### src/rtl/blast_wall_clearer.sv
// Blast propagation engine: walks a detonation outward UP/DOWN/LEFT/RIGHT, streams flame tiles
// and issues wall-clear writes. Define BLAST_PIERCE_EN to let blasts continue through cleared walls.
module blast_wall_clearer #(
  parameter int MAZE_COLS = 19,
  parameter int MAZE_ROWS = 13,
  parameter int RANGE_W   = 3
) (
  input  logic               clk,
  input  logic               reset,
  input  logic               start,
  input  logic [4:0]         bomb_col,
  input  logic [3:0]         bomb_row,
  input  logic [RANGE_W-1:0] blast_range,
  output logic               query_valid,
  output logic [4:0]         query_col,
  output logic [3:0]         query_row,
  input  logic [1:0]         tile_type,
  output logic               clr_valid,
  output logic [4:0]         clr_col,
  output logic [3:0]         clr_row,
  input  logic               clr_ready,
  output logic               flame_valid,
  output logic [4:0]         flame_col,
  output logic [3:0]         flame_row,
  output logic               busy,
  output logic               done,
  output logic [4:0]         walls_cleared
);

  typedef enum logic [2:0] {
    S_IDLE, S_CENTER, S_Q, S_W, S_CLR, S_NEXTDIR, S_DONE
  } state_t;

  typedef enum logic [1:0] {D_UP, D_DOWN, D_LEFT, D_RIGHT} dir_t;

  localparam logic signed [5:0] COLS_S = 6'(MAZE_COLS);
  localparam logic signed [5:0] ROWS_S = 6'(MAZE_ROWS);

  state_t             state, stateNext;
  dir_t               dir, dirNext;
  logic [4:0]         bombCol;
  logic [3:0]         bombRow;
  logic [RANGE_W-1:0] blastRange;
  logic [RANGE_W:0]   step, stepNext;
  logic [4:0]         wallCount, wallCountNext;
  logic               loadBomb;

  logic signed [5:0]  stepS, tgtCol, tgtRow;
  logic               inBounds, stepPast;
  logic [4:0]         tgtColOut;
  logic [3:0]         tgtRowOut;

  assign stepS = signed'(6'(step));

  // Target tile in 6-bit signed space so row 0 UP / col 0 LEFT go negative instead of wrapping.
  always_comb begin
    tgtCol = signed'({1'b0, bombCol});
    tgtRow = signed'({2'b00, bombRow});
    case (dir)
      D_UP:    tgtRow = tgtRow - stepS;
      D_DOWN:  tgtRow = tgtRow + stepS;
      D_LEFT:  tgtCol = tgtCol - stepS;
      default: tgtCol = tgtCol + stepS;
    endcase
  end

  assign inBounds  = (tgtCol >= 6'sd0) && (tgtCol < COLS_S) &&
                     (tgtRow >= 6'sd0) && (tgtRow < ROWS_S);
  assign stepPast  = step > {1'b0, blastRange};
  assign tgtColOut = tgtCol[4:0];
  assign tgtRowOut = tgtRow[3:0];

  always_ff @(posedge clk) begin
    if (reset) begin
      state      <= S_IDLE;
      dir        <= D_UP;
      step       <= '0;
      wallCount  <= '0;
      bombCol    <= '0;
      bombRow    <= '0;
      blastRange <= '0;
    end else begin
      state     <= stateNext;
      dir       <= dirNext;
      step      <= stepNext;
      wallCount <= wallCountNext;
      if (loadBomb) begin
        bombCol    <= bomb_col;
        bombRow    <= bomb_row;
        blastRange <= blast_range;
      end
    end
  end

  always_comb begin
    stateNext     = state;
    dirNext       = dir;
    stepNext      = step;
    wallCountNext = wallCount;
    loadBomb      = 1'b0;
    query_valid   = 1'b0;
    query_col     = '0;
    query_row     = '0;
    clr_valid     = 1'b0;
    clr_col       = '0;
    clr_row       = '0;
    flame_valid   = 1'b0;
    flame_col     = '0;
    flame_row     = '0;
    busy          = 1'b1;
    done          = 1'b0;

    case (state)
      S_IDLE: begin
        busy = 1'b0;
        if (start) begin
          loadBomb      = 1'b1;
          wallCountNext = '0;
          stateNext     = S_CENTER;
        end
      end
      S_CENTER: begin
        flame_valid = 1'b1;
        flame_col   = bombCol;
        flame_row   = bombRow;
        dirNext     = D_UP;
        stepNext    = 1;
        stateNext   = S_Q;
      end
      S_Q: begin
        if (stepPast || !inBounds) begin
          stateNext = S_NEXTDIR;
        end else begin
          query_valid = 1'b1;
          query_col   = tgtColOut;
          query_row   = tgtRowOut;
          stateNext   = S_W;
        end
      end
      S_W: begin
        case (tile_type)
          2'd0: begin
            flame_valid = 1'b1;
            flame_col   = tgtColOut;
            flame_row   = tgtRowOut;
            stepNext    = step + 1'b1;
            stateNext   = S_Q;
          end
          2'd1: begin
            flame_valid = 1'b1;
            flame_col   = tgtColOut;
            flame_row   = tgtRowOut;
            stateNext   = S_CLR;
          end
          default: stateNext = S_NEXTDIR;
        endcase
      end
      S_CLR: begin
        // step is frozen here, so the target (and thus clr_col/clr_row) holds until the handshake.
        clr_valid = 1'b1;
        clr_col   = tgtColOut;
        clr_row   = tgtRowOut;
        if (clr_ready) begin
          if (wallCount != 5'd31) wallCountNext = wallCount + 1'b1;
`ifdef BLAST_PIERCE_EN
          stepNext  = step + 1'b1;
          stateNext = S_Q;
`else
          stateNext = S_NEXTDIR;
`endif
        end
      end
      S_NEXTDIR: begin
        stepNext  = 1;
        stateNext = S_Q;
        case (dir)
          D_UP:    dirNext = D_DOWN;
          D_DOWN:  dirNext = D_LEFT;
          D_LEFT:  dirNext = D_RIGHT;
          default: stateNext = S_DONE;
        endcase
      end
      S_DONE: begin
        busy      = 1'b0;
        done      = 1'b1;
        stateNext = S_IDLE;
      end
      default: stateNext = S_IDLE;
    endcase
  end

  assign walls_cleared = wallCount;

endmodule

### config.mk
export PLATFORM = sky130hd
export DESIGN_NAME = blast_wall_clearer
export DESIGN_NICKNAME = d
export VERILOG_FILES = /design/src/rtl/blast_wall_clearer.sv
export SDC_FILE = /design/constraint.sdc
export NUM_CORES = 1
export LEC_CHECK = 0
export CORE_MARGIN = 2
export CORE_UTILIZATION = 54
export CTS_CLUSTER_DIAMETER = 30
export DETAILED_ROUTE_END_ITERATION = 8
export GPL_TIMING_DRIVEN = 0
export PLACE_DENSITY = 0.87
export SLEW_MARGIN = 20
export SYNTH_ARGS = -nofsm -noshare
export SYNTH_HDL_FRONTEND = slang
export SYNTH_SLANG_ARGS = --single-unit
### constraint.sdc
create_clock -name clk -period 6.5 [get_ports clk]
set_clock_uncertainty 0.1 [all_clocks]
set_input_delay 1.3 -clock clk [delete_from_list [all_inputs] [get_ports clk]]
set_output_delay 1.3 -clock clk [all_outputs]
set_load 0.05 [all_outputs]
==> results of run 1 <==
-- worst register-to-register path: cells and delay by family (launching register included) --
family                     cells  cell delay, ns
DFF                            1            0.56
adders and majority gates      2            0.76
AOI/OAI and AO/OA              3            0.42
buffers and inverters          1            0.19
and+or+nand+nor                3            0.78
muxes                          2            0.45
-- path summary, 6_finish.rpt --
| kind | startpoint | slack (ns) | endpoint |
|---|---|---|---|
| worst min-delay path | blastRange[2]$_SDFFE_PP0P_ | 0.36 | blastRange[2]$_SDFFE_PP0P_ |
| worst max-delay path | step[1]$_SDFFE_PP0P_ | 0.63 | query_col[0] |
| worst min register to register | blastRange[2]$_SDFFE_PP0P_ | 0.36 | blastRange[2]$_SDFFE_PP0P_ |
| worst max register to register | step[1]$_SDFFE_PP0P_ | 3.10 | state[2]$_SDFFE_PP0P_ |
-- power by group through the flow --
stage	combinational [µW]	clock (µW)	sequential, µW
2_1_floorplan	206	0	188
3_3_place_gp	275	0	191
3_5_place_dp	283	0	191
4_1_cts	285	91.3	188
5_1_grt	313	99.2	190
6_report	288	91.1	188
-- sequential cells by signal (all words and copies together), names as in the netlist --
name	count
walls_cleared	5
blastRange	3
dir	2
bombCol	5
step	4
bombRow	4
state	3
-- cell usage after synthesis (2+ instances only) --
cell / number / area (µm²)
and3_1: 2 / 12.5
mux2i_1: 5 / 50.1
nand3_1: 3 / 15.0
a32oi_1: 2 / 17.5
ha_1: 24 / 300
nand2_1: 35 / 131
fa_1: 3 / 60.1
dfxtp_1: 26 / 521
nor2b_1: 5 / 31.3
nor3_1: 11 / 55.1
nor2_1: 52 / 195
xnor2_1: 7 / 61.3
a21oi_1: 44 / 220
a31oi_1: 3 / 18.8
xor2_1: 5 / 43.8
nand4_1: 2 / 12.5
a22o_1: 2 / 17.5
clkbuf_1: 9 / 33.8
inv_2: 2 / 7.51
o22ai_1: 3 / 18.8
or3_1: 3 / 18.8
o21ai_0: 7 / 35.0
nand3b_1: 2 / 15.0
buf_6: 4 / 45.0
inv_1: 20 / 75.1
nand2b_1: 7 / 43.8
-- cell usage in the layout (no fill, tap or decap), types with 7 or more instances in the layout --
| master | Yosys | routed |
|---|---|---|
| ha_1 | 24 | 24 |
| inv_1 | 20 | 20 |
| clkbuf_1 | 9 | 9 |
| nand2b_1 | 7 | 7 |
| clkdlybuf4s50_1 | 0 | 53 |
| a21oi_1 | 44 | 44 |
| dfxtp_1 | 26 | 26 |
| nand2_1 | 35 | 35 |
| o21ai_0 | 7 | 7 |
| nor3_1 | 11 | 11 |
| nor2_1 | 52 | 52 |
| xnor2_1 | 7 | 7 |
-- per-layer routing --
| metal | global-route usage, % | routed length [µm] | part of all wire [%] |
|---|---|---|---|
| met1 | 38.0 | 2830 | 45 |
| met2 | 48.9 | 3110 | 49 |
| met3 | 2.76 | 329 | 5.2 |
| met4 | 9.80 | 90 | 1.4 |
| met5 | 0 | 0 | 0 |
-- cell families after synthesis --
logic type | after synthesis
AOI/OAI and AO/OA | 71
xor gates and xnor gates | 12
adders and majority gates | 27
buffers and inverters | 37
DFF | 26
muxes | 6
and+or+nand+nor | 132
-- per-stage QoR --
| stage | hold slack (ns) | setup slack (ns) |
|---|---|---|
| 5_1_grt | 0.392 | 0.388 |
| 4_1_cts | 0.362 | 0.680 |
| 3_5_place_dp | 0.351 | 1.02 |
| 2_1_floorplan | 0.336 | 1.68 |
| 3_3_place_gp | 0.347 | 1.14 |
| 6_report | 0.362 | 0.635 |
-- cell type report --
class	instances	area share (%)
Inverter	22	2.85
Tap cell	50	2.16
Sequential cell	26	18.0
Buffer	15	3.11
Multi-Input combinational cell	248	54.1
Clock buffer	3	1.43
Timing Repair Buffer	53	18.3
==> impl_results.html, run 1 <==
<table>
<tr><th>Metric</th><th>Value</th></tr>
<tr><th colspan="2">Status</th></tr>
<tr><td>Outcome</td><td>completed</td></tr>
<tr><th colspan="2">Hold path</th></tr>
<tr><td>Type of the worst min-delay path</td><td>flop to flop</td></tr>
<tr><td>Hold Path Depth</td><td>2</td></tr>
<tr><th colspan="2">Power and ir drop</th></tr>
<tr><td>Final Power</td><td>567 µW</td></tr>
<tr><td>Net switching power</td><td>246 µW</td></tr>
<tr><td>Clock network fraction of design power</td><td>16.1%</td></tr>
<tr><td>Worst VDD drop</td><td>0.149 mV</td></tr>
<tr><td>Switching Share</td><td>43.3%</td></tr>
<tr><td>Ratio of total power to cell area</td><td>196 nW/µm²</td></tr>
<tr><td>Internal power</td><td>322 µW</td></tr>
<tr><td>Lkg Pwr</td><td>0.00109 µW</td></tr>
<tr><td>Share of power burned in registers</td><td>33.2%</td></tr>
<tr><td>Combinational group share of total power</td><td>50.7%</td></tr>
<tr><th colspan="2">Drt</th></tr>
<tr><td>First-pass iteration count of the detailed router</td><td>4</td></tr>
<tr><td>Drt via density</td><td>5.68</td></tr>
<tr><td>Drt total wl</td><td>6.36 mm</td></tr>
<tr><td>Initial detailed-routing violation count</td><td>168</td></tr>
<tr><td>DRC viols</td><td>0</td></tr>
<tr><td>Via count</td><td>2367</td></tr>
<tr><td>Wirelength per Cell</td><td>15.2 µm</td></tr>
<tr><td>Antenna-violating nets left</td><td>0</td></tr>
<tr><th colspan="2">Logic synthesis</th></tr>
<tr><td>Avg Cell Area, Syn</td><td>7.27 µm²</td></tr>
<tr><td>Mapped Cells</td><td>311</td></tr>
<tr><td>Combinational family with the most area after synthesis</td><td>simple AND/OR/NAND/NOR gates</td></tr>
<tr><td>Post-synth top flop</td><td>dfxtp_1</td></tr>
<tr><td>Multiplexer share of the synthesized area</td><td>2.71%</td></tr>
<tr><td>Flop and latch count out of synthesis</td><td>26</td></tr>
<tr><td>Ys async rst share</td><td>0%</td></tr>
<tr><td>Xor and xnor fraction of the mapped netlist area</td><td>4.65%</td></tr>
<tr><td>Synthesized cell area</td><td>2260 µm²</td></tr>
<tr><td>Syn. warnings</td><td>0</td></tr>
<tr><td>Sequential area share after synthesis</td><td>23.0%</td></tr>
<tr><td>Complex-gate fraction of the synthesized area</td><td>18.5%</td></tr>
<tr><td>EDFF count, synth</td><td>0</td></tr>
<tr><td>Unique masters post-synth</td><td>49</td></tr>
<tr><td>Synth Area in Simple Gates</td><td>27.5%</td></tr>
<tr><td>Adder and majority gate portion of the synthesized area</td><td>15.9%</td></tr>
<tr><td>Total nets after synthesis</td><td>356</td></tr>
<tr><th colspan="2">Critical path</th></tr>
<tr><td>Number of gates on the worst path with buffers counted</td><td>13</td></tr>
<tr><td>Crit-path slowest cell</td><td>clkdlybuf4s50_1</td></tr>
<tr><td>Total buffers and inverters traversed by the critical path</td><td>3</td></tr>
<tr><td>Maximum cell stage delay along the critical path</td><td>0.82 ns</td></tr>
<tr><td>CP Launch Type</td><td>flop</td></tr>
<tr><td>Classification of the worst setup path</td><td>flop to primary output</td></tr>
<tr><td>CP cell instances</td><td>inv_1, ha_1, mux2_2, fa_1, nand2b_1, a21oi_1, mux2i_1, o22ai_1, nor4bb_2, nand2_1, buf_6, nor2_1, clkdlybuf4s50_1</td></tr>
<tr><td>Arrival time at the worst endpoint</td><td>4.47 ns</td></tr>
<tr><td>Endpoint kind of the worst setup timing path</td><td>primary output</td></tr>
<tr><td>WP data required</td><td>5.10 ns</td></tr>
<tr><td>Cells on worst reg2reg path</td><td>11</td></tr>
<tr><td>Critical path's top delay family</td><td>buffers and inverters</td></tr>
<tr><td>Worst Path Max Fanout</td><td>10</td></tr>
<tr><th colspan="2">Placement</th></tr>
<tr><td>IO buf count</td><td>53</td></tr>
<tr><td>Placer Congestion</td><td>0.956</td></tr>
<tr><td>Dpl cell area</td><td>2850 µm²</td></tr>
<tr><td>Estimated wirelength of the detail-placed design</td><td>5.02 mm</td></tr>
<tr><td>Total placed cells including tap cells</td><td>414</td></tr>
<tr><th colspan="2">Floorplan</th></tr>
<tr><td>Die area</td><td>4720 µm²</td></tr>
<tr><td>Total I/O pin count</td><td>55</td></tr>
<tr><td>Die Y</td><td>68.7 µm</td></tr>
<tr><td>Row count</td><td>23</td></tr>
<tr><td>Floorplan core area</td><td>4000 µm²</td></tr>
<tr><td>Die X</td><td>68.7 µm</td></tr>
<tr><td>Initial Util</td><td>56.5%</td></tr>
<tr><th colspan="2">Finish</th></tr>
<tr><td>Fillers</td><td>354</td></tr>
<tr><td>Final instance area</td><td>2890 µm²</td></tr>
<tr><td>Final-stage net count</td><td>414</td></tr>
<tr><td>Antenna diode count</td><td>0</td></tr>
<tr><td>Share of post-route cells with drive strength above 1</td><td>5.18%</td></tr>
<tr><td>Filler-free cell count of the finished design</td><td>417</td></tr>
<tr><td>Multi-input logic area</td><td>1570 µm²</td></tr>
<tr><td>Area growth from synthesis to layout</td><td>28.1%</td></tr>
<tr><td>Final cell utilization of the core</td><td>72.3%</td></tr>
<tr><td>Sequential Area</td><td>520 µm²</td></tr>
<tr><th colspan="2">STA</th></tr>
<tr><td>Least-Margin Pin Slew</td><td>0.713 ns</td></tr>
<tr><td>Tcrit/Tclk final</td><td>90.2%</td></tr>
<tr><td>Number of max-slew violations in the final report</td><td>0</td></tr>
<tr><td>Maximum frequency from static timing analysis</td><td>170 MHz</td></tr>
<tr><td>Setup TNS Final</td><td>0 ns</td></tr>
<tr><td>Clock period minus worst slack</td><td>5.87 ns</td></tr>
<tr><td>Final Hold Vio Count</td><td>0</td></tr>
<tr><td>Relative slew slack</td><td>52.1%</td></tr>
<tr><td>Unrepaired setup endpoints after global routing</td><td>no</td></tr>
<tr><td>Final setup violation count</td><td>0</td></tr>
<tr><th colspan="2">CTS</th></tr>
<tr><td>Clk_lat worst skew</td><td>0.27 ns</td></tr>
<tr><td>Bufs on Longest Clock Path</td><td>2</td></tr>
<tr><td>Total of cells resized after clock tree synthesis</td><td>0</td></tr>
<tr><td>Depth of the CTS H-tree</td><td>1</td></tr>
<tr><td>CTS tree</td><td>yes</td></tr>
<tr><td>Total clock buffers created by CTS</td><td>3</td></tr>
<tr><td>Buffer count from post-CTS setup fixing</td><td>0</td></tr>
<tr><td>Hold buffers post-CTS</td><td>0</td></tr>
<tr><td>Clock transition at the register clock pins on the worst setup and hold paths after CTS</td><td>0.09 ns</td></tr>
<tr><td>Sink count of the clock tree</td><td>26</td></tr>
<tr><td>Clock root buffer</td><td>clkbuf_8</td></tr>
<tr><th colspan="2">Global route</th></tr>
<tr><td>Vias in the first global route</td><td>2147</td></tr>
<tr><td>Initial antenna violation count</td><td>0</td></tr>
<tr><td>Global routing usage summed across all routing layers</td><td>28.8%</td></tr>
<tr><td>Pin count of the biggest net entering global routing</td><td>14</td></tr>
<tr><td>Sum of overflow across all layers after global routing</td><td>0</td></tr>
<tr><td>Wire length of the first global-routing pass</td><td>10.1 mm</td></tr>
<tr><th colspan="2">Flow run</th></tr>
<tr><td>Total of max-cap violations</td><td>0</td></tr>
</table>
Note: power is estimated with default switching activity, not from simulation.
==> run 2, diff against run 1 <==
==> constraint.sdc (replaced) <==
create_clock -name clk -period 7.45 [get_ports clk]
set_clock_uncertainty 0.1 [all_clocks]
set_input_delay 1.49 -clock clk [delete_from_list [all_inputs] [get_ports clk]]
set_output_delay 1.49 -clock clk [all_outputs]
set_load 0.05 [all_outputs]
==> results of run 2 <==
Same layout as run 1 (identical final DEF). Status: completed.
Among the figures that moved: setup slack after placement 1.02 ns -> 1.78 ns; setup slack after layout 0.635 ns -> 1.39 ns; register-to-register setup slack 3.10 ns -> 4.05 ns; total power 567 µW -> 495 µW; worst IR drop on VDD 0.149 mV -> 0.130 mV
